$ cat config.mk
export PLATFORM = sky130hd
export DESIGN_NAME = dmem_arbiter
export DESIGN_NICKNAME = d
export VERILOG_FILES = /design/src/rtl/dmem_arbiter.sv
export SDC_FILE = /design/constraint.sdc
export NUM_CORES = 1
export LEC_CHECK = 0
export ABC_AREA = 1
export CAP_MARGIN = 20
export CORE_MARGIN = 3
export CORE_UTILIZATION = 45
export DETAILED_ROUTE_END_ITERATION = 10
export PLACE_DENSITY = 0.9
export SETUP_SLACK_MARGIN = 0.15
export SLEW_MARGIN = 40
export SYNTH_ARGS = -nofsm -noshare
export SYNTH_HDL_FRONTEND = slang
export SYNTH_SLANG_ARGS = --single-unit
export TNS_END_PERCENT = 1
$ cat constraint.sdc
create_clock -name clk -period 9.2 [get_ports clk]
set_clock_uncertainty 0.15 [all_clocks]
set_input_delay 1.84 -clock clk [delete_from_list [all_inputs] [get_ports clk]]
set_output_delay 1.84 -clock clk [all_outputs]
set_load 0.005 [all_outputs]
$ cat src/rtl/dmem_arbiter.sv
// Round-robin arbiter and sequencer for the single-port data memory.
// Two masters; one transaction every 3 cycles; out-of-range addresses are rejected.
module dmem_arbiter #(
  parameter int DATA_W = 32,
  parameter int ADDR_W = 32,
  parameter int DEPTH  = 256
) (
  input  logic              clk,
  input  logic              rst,
  input  logic              m0_req,
  input  logic              m0_we,
  input  logic [ADDR_W-1:0] m0_addr,
  input  logic [DATA_W-1:0] m0_wdata,
  output logic              m0_ack,
  output logic [DATA_W-1:0] m0_rdata,
  output logic              m0_err,
  input  logic              m1_req,
  input  logic              m1_we,
  input  logic [ADDR_W-1:0] m1_addr,
  input  logic [DATA_W-1:0] m1_wdata,
  output logic              m1_ack,
  output logic [DATA_W-1:0] m1_rdata,
  output logic              m1_err,
  output logic [ADDR_W-1:0] mem_addr,
  output logic              mem_read,
  output logic              mem_write,
  output logic [DATA_W-1:0] mem_wdata,
  input  logic [DATA_W-1:0] mem_rdata
);

  typedef enum logic [1:0] {
    IDLE,
    ACCESS,
    WAIT
  } state_t;

  // one extra bit so DEPTH == 2**ADDR_W still compares correctly
  localparam logic [ADDR_W:0] LIMIT = (ADDR_W+1)'(DEPTH);

  state_t state, state_d;
  logic   sel, sel_d;
  logic   last_grant, last_grant_d;
  logic   err_q, err_d;
  logic   we_q, we_d;

  logic [ADDR_W-1:0] addr_d;
  logic [DATA_W-1:0] wdata_d;
  logic              rd_d, wr_d;
  logic              ack0_d, ack1_d;
  logic              err0_d, err1_d;
  logic [DATA_W-1:0] rdata0_d, rdata1_d;

  logic              pick;
  logic              p_we;
  logic [ADDR_W-1:0] p_addr;
  logic [DATA_W-1:0] p_wdata;
  logic              p_in;
  logic [DATA_W-1:0] rd_val;

  always_comb begin
    pick    = (m0_req & m1_req) ? ~last_grant : m1_req;
    p_we    = pick ? m1_we    : m0_we;
    p_addr  = pick ? m1_addr  : m0_addr;
    p_wdata = pick ? m1_wdata : m0_wdata;
    p_in    = {1'b0, p_addr} < LIMIT;
    rd_val  = err_q ? '0 : mem_rdata;
  end

  always_comb begin
    state_d      = state;
    sel_d        = sel;
    last_grant_d = last_grant;
    err_d        = err_q;
    we_d         = we_q;
    addr_d       = mem_addr;
    wdata_d      = mem_wdata;
    rd_d         = 1'b0;
    wr_d         = 1'b0;
    ack0_d       = 1'b0;
    ack1_d       = 1'b0;
    err0_d       = 1'b0;
    err1_d       = 1'b0;
    rdata0_d     = m0_rdata;
    rdata1_d     = m1_rdata;
    unique case (state)
      IDLE: begin
        if (m0_req | m1_req) begin
          sel_d        = pick;
          last_grant_d = pick;
          addr_d       = p_addr;
          wdata_d      = p_wdata;
          wr_d         = p_we & p_in;
          rd_d         = ~p_we & p_in;
          err_d        = ~p_in;
          we_d         = p_we;
          state_d      = ACCESS;
        end
      end
      ACCESS: begin
        state_d = WAIT;
      end
      WAIT: begin
        if (sel) begin
          ack1_d = 1'b1;
          err1_d = err_q;
          if (!we_q) rdata1_d = rd_val;
        end else begin
          ack0_d = 1'b1;
          err0_d = err_q;
          if (!we_q) rdata0_d = rd_val;
        end
        state_d = IDLE;
      end
      default: state_d = IDLE;
    endcase
  end

  always_ff @(posedge clk or posedge rst) begin
    if (rst) begin
      state      <= IDLE;
      sel        <= 1'b0;
      last_grant <= 1'b1;
      err_q      <= 1'b0;
      we_q       <= 1'b0;
      mem_addr   <= '0;
      mem_wdata  <= '0;
      mem_read   <= 1'b0;
      mem_write  <= 1'b0;
      m0_ack     <= 1'b0;
      m1_ack     <= 1'b0;
      m0_err     <= 1'b0;
      m1_err     <= 1'b0;
      m0_rdata   <= '0;
      m1_rdata   <= '0;
    end else begin
      state      <= state_d;
      sel        <= sel_d;
      last_grant <= last_grant_d;
      err_q      <= err_d;
      we_q       <= we_d;
      mem_addr   <= addr_d;
      mem_wdata  <= wdata_d;
      mem_read   <= rd_d;
      mem_write  <= wr_d;
      m0_ack     <= ack0_d;
      m1_ack     <= ack1_d;
      m0_err     <= err0_d;
      m1_err     <= err1_d;
      m0_rdata   <= rdata0_d;
      m1_rdata   <= rdata1_d;
    end
  end

endmodule

# == After elaboration in Yosys (flattened, before gate mapping) ==
# Cells that the tools add are included.
# totals
regBits,140
inputBits,166
output_inout_bits,134
wordCells,51
# op_classes
order_cmp,1
eq_ne,3
muxes,19
n_bitwise,9
n_reduce_logical,4
# op_table
cell,count
$mux W32,3
$lt A32 B9 Y1 const B,1
$mux W1,14
$reduce_and A3 Y1,2
$not A1 Y1,5
$pmux W2 S2,1
$and A1 B1 Y1,3
$eq A2 B1 Y1 const B,1
$eq A2 B2 Y1 const B,1
$logic_not A2 Y1,1
$mux W2,1
$ne A2 B2 Y1 const B,1
$reduce_and A2 Y1,1
$or A1 B1 Y1,1

# == Depth between registers and ports, before layout ==
# logic_depth
depth_word,7
ltp_mapped,12
depth_no_buf,11

# == Worst setup path before layout ==
# OpenSTA, ideal clock, no wires.
# synth_timing
path_kind,input-to-reg
start,in m1_req
end,reg err_q
setup_time_ps,117
arrival_time_ps,2712
required_time_ps,8933
slack_ps,6221
path_stages,11
path_buffers,2
cell_sequence,buf_4 > nand2_4 > buf_4 > nand2_1 > nand2_1 > nor2_1 > inv_1 > nor2_1 > nand2_1 > nor2_1 > nor2_1
# synth_via
elab_chain_cells,5
word_cells_on_any_way,7
cone_classes,order compare (1); mux (2); bitwise (3); reduce/logical (1)
# synth_lines
element,line_no,text
start: declaration,17,"input logic m1_req,"
$and A1 B1 Y1,61,pick = (m0_req & m1_req) ? ~last_grant : m1_req;
$mux W1,61,
$mux W32,63,p_addr = pick ? m1_addr : m0_addr;
$lt A32 B9 Y1,65,"p_in = {1'b0, p_addr} < LIMIT;"
$not A1 Y1,94,err_d = ~p_in;
end signal: assignment,139,err_q <= err_d;
end: declaration,43,"logic err_q, err_d;"
# Parallel ways exist; a longest one is shown, timed or not.
# A chain may end at the register's enable or synchronous reset.

# == Worst setup path after layout ==
# layout_timing
start,in m0_req
end,reg we_q
# layout_via
elab_chain_cells,3
word_cells_on_any_way,5
cone_classes,mux (2); bitwise (2); reduce/logical (1)
# layout_lines
element,line_no,text
start: declaration,10,"input logic m0_req,"
$and A1 B1 Y1,61,
$mux W1,61,
$mux W1,62,p_we = pick ? m1_we : m0_we;
end signal: assignment,140,we_q <= we_d;
end: declaration,44,"logic we_q, we_d;"
# Parallel ways exist; a longest one is shown, timed or not.

==> reports/qor.csv <==
metric,value,unit
outcome,"finished, final reports clean",
final_cell_mix,"clkdlybuf4s50_1, dfrtp_1, nand2_1",
die_h,125,um
wl_met1,7.78,mm
synthArstFlopShare,100,%
p_clk_share,29.0,%
syn-instance-count,686,
vias,5820,
grt_use_total,25.1,%
yosysSeqAreaShare,55.3,%
rsz0062_at_grt,false,
worstSetupStartpoint,m0_req,
cp-endpoint,we_q,
tightest_slew,819,ps
hpwl,13.9,mm
core_area,13500,um^2
power.switching,0.000781,W
hold_class,flop to flop,
cp_data_required_time,9310,ps
ios,300,
cts_setup_buffers,0,
clk_pin_slew,60,ps
root_buffer,clkbuf_16,
seq_power_share,35.8,%
grt_max_degree,83,
numCtsBuffers,17,
holdWs,310,ps
drtAntennaViolNets,0,
highest_layer,met4,
grt_pass1_wl,31.2,mm
cap_violations,0,
cts_hold_buf,0,
path_max_fanout,77,
numClockSinks,140,
finalHoldViolCount,0,
ctsLongestPathBuffers,2,
overflow,0,
crit_path_start_kind,input port,
antenna_found_initial,0,
initial_utilization,46.9,%
num_rows,42,
yosysTopAreaCellShare,54.9,%
synth_edf_count,0,
relSlewSlack,45.4,%
ys_ff_latch,140,
worstSetupPathType,input port to flop,
areaGrowthSynthToFinish,58.5,%
finalCriticalPeriod,4580,ps
p_int,0.00169,W
worstHoldStart,state[1],
mostFrequentLayoutCell,clkdlybuf4s50_1,
min_path_cells,1,
gp_congestion,0.870,
cp.arrival,4680,ps
ff2ff_path_depth,7,
synth.avg_cell_area,9.24,um^2
reg2reg_to,we_q,
die_x,125,um
grt_pass1_vias,5996,
instances_no_fill,1159,
share_comb_of_total_power,35.2,%
setup_ws,4620,ps
cts_resized,0,
end_kind,flop,
io_buffers,299,
synth.area.top_cells,"dfrtp_1, mux2_2, nand2_1",
htreeDepth,4,
setup_violations,0,
layout-drive-gt1-share,11.0,%
met2_length,9.71,mm
synth-main-ff-cell,dfrtp_1,
synth.net_count,852,
dp.cells,1127,
met3WireLength,1.65,mm
yosys_warnings,0,
r2r_slack,6040,ps
first_iter_violations,297,
die_area,15500,um^2
drt_pass1_iterations,5,
pre_cts_ws,4230,ps
drc,0,
finalMaxSlewViolations,0,
nNetsFinal,1136,
clk_latency,410,ps
vdd_ir_drop_max,0.380,mV
fmax,0.219,GHz
synth.largest_area_cell,dfrtp_1,
wl_per_cell,16.8,um
finalWirelength,19.4,mm
n_antenna_cell,0,
via_per_inst,5.02,
cts_tree,yes,
syn-cell-area,6340,um^2
finalSetupTns,0,ps
post-route-period-util,49.7,%
swShare,31.6,%
synth_cell_types,22,
p_leak,4.66,nW
r2r_start,last_grant,
cellPowerDensity,247,nW/um^2
flip-flops by register name, summed over array words and instances, names as in the netlist:
signal,flops
m0_err,1
mem_addr,32
m0_rdata,32
m1_ack,1
m0_ack,1
we_q,1
mem_write,1
last_grant,1
m1_rdata,32
sel,1
mem_read,1
state,2
mem_wdata,32
m1_err,1
err_q,1
worst min-delay path by stage:
stage               slack [ps]  endpoint
finish                     310  state[1]
global route               340  state[1]
CTS                        320  state[1]
detailed placement         310  state[1]
global placement           290  state[1]
floorplan                  270  state[1]
area by class of cell:
| class | count | area [um^2] |
|---|---|---|
| Multi-Input combinational cell | 443 | 2400 |
| Timing Repair Buffer | 306 | 3050 |
| Clock inverter | 12 | 160 |
| Tap cell | 176 | 220 |
| Sequential cell | 140 | 3500 |
| Clock buffer | 20 | 467 |
| Inverter | 62 | 238 |
| Fill cell | 918 | 3460 |
Yosys cell counts, types with 4 or more instances:
| cell type | instances |
|---|---|
| nand2_1 | 132 |
| buf_4 | 8 |
| dfrtp_1 | 139 |
| a31oi_1 | 4 |
| o21ai_1 | 14 |
| mux2_1 | 5 |
| o21ai_0 | 95 |
| clkbuf_1 | 14 |
| nor2_1 | 102 |
| nand3b_1 | 12 |
| nand3_1 | 13 |
| inv_1 | 60 |
| mux2_2 | 59 |
| buf_2 | 17 |
kinds of logic after synthesis:
logic type,after synthesis,synth area share [%]
AOI/OAI and AO/OA,113,9.00
buffers and inverters,103,7.15
DFF,140,55.3
muxes,64,11.4
and+or+nand+nor,266,17.2
routing by layer:
layer,GRT usage (%),vias up
met5,0,-
met4,7.22,0
met3,8.58,24
met2,43.4,257
met1,29.9,2764
li1,-,2775
worst max-delay path, cell delays in order:
cell             delay [ps]
clkdlybuf4s50_1         540
nand2_2                 310
nand2_4                 720
inv_1                   350
buf_4                   330
or2_2                   300
o21ai_0                 120
o21ai_0                 110
power by group through the flow:
stage | registers (W) | logic, W | clock network (W)
global route | 0.000905 | 0.000960 | 0.000755
CTS | 0.000884 | 0.000881 | 0.000729
floorplan | 0.000893 | 0.000376 | 0
detailed placement | 0.000890 | 0.000878 | 0
global placement | 0.000886 | 0.000855 | 0
finish | 0.000885 | 0.000872 | 0.000718
per-stage QoR:
step / cell area [um^2] / util (%) / power [W]
after floorplan: 6340 / - / 0.00127
after global placement: 9410 / 69.7 / 0.00174
after detailed placement: 9410 / 69.7 / 0.00177
after CTS: 10000 / 74.3 / 0.00249
after global routing: 10000 / 74.3 / 0.00262
final: 10000 / 74.3 / 0.00248
(Power assumes the default switching activity.)
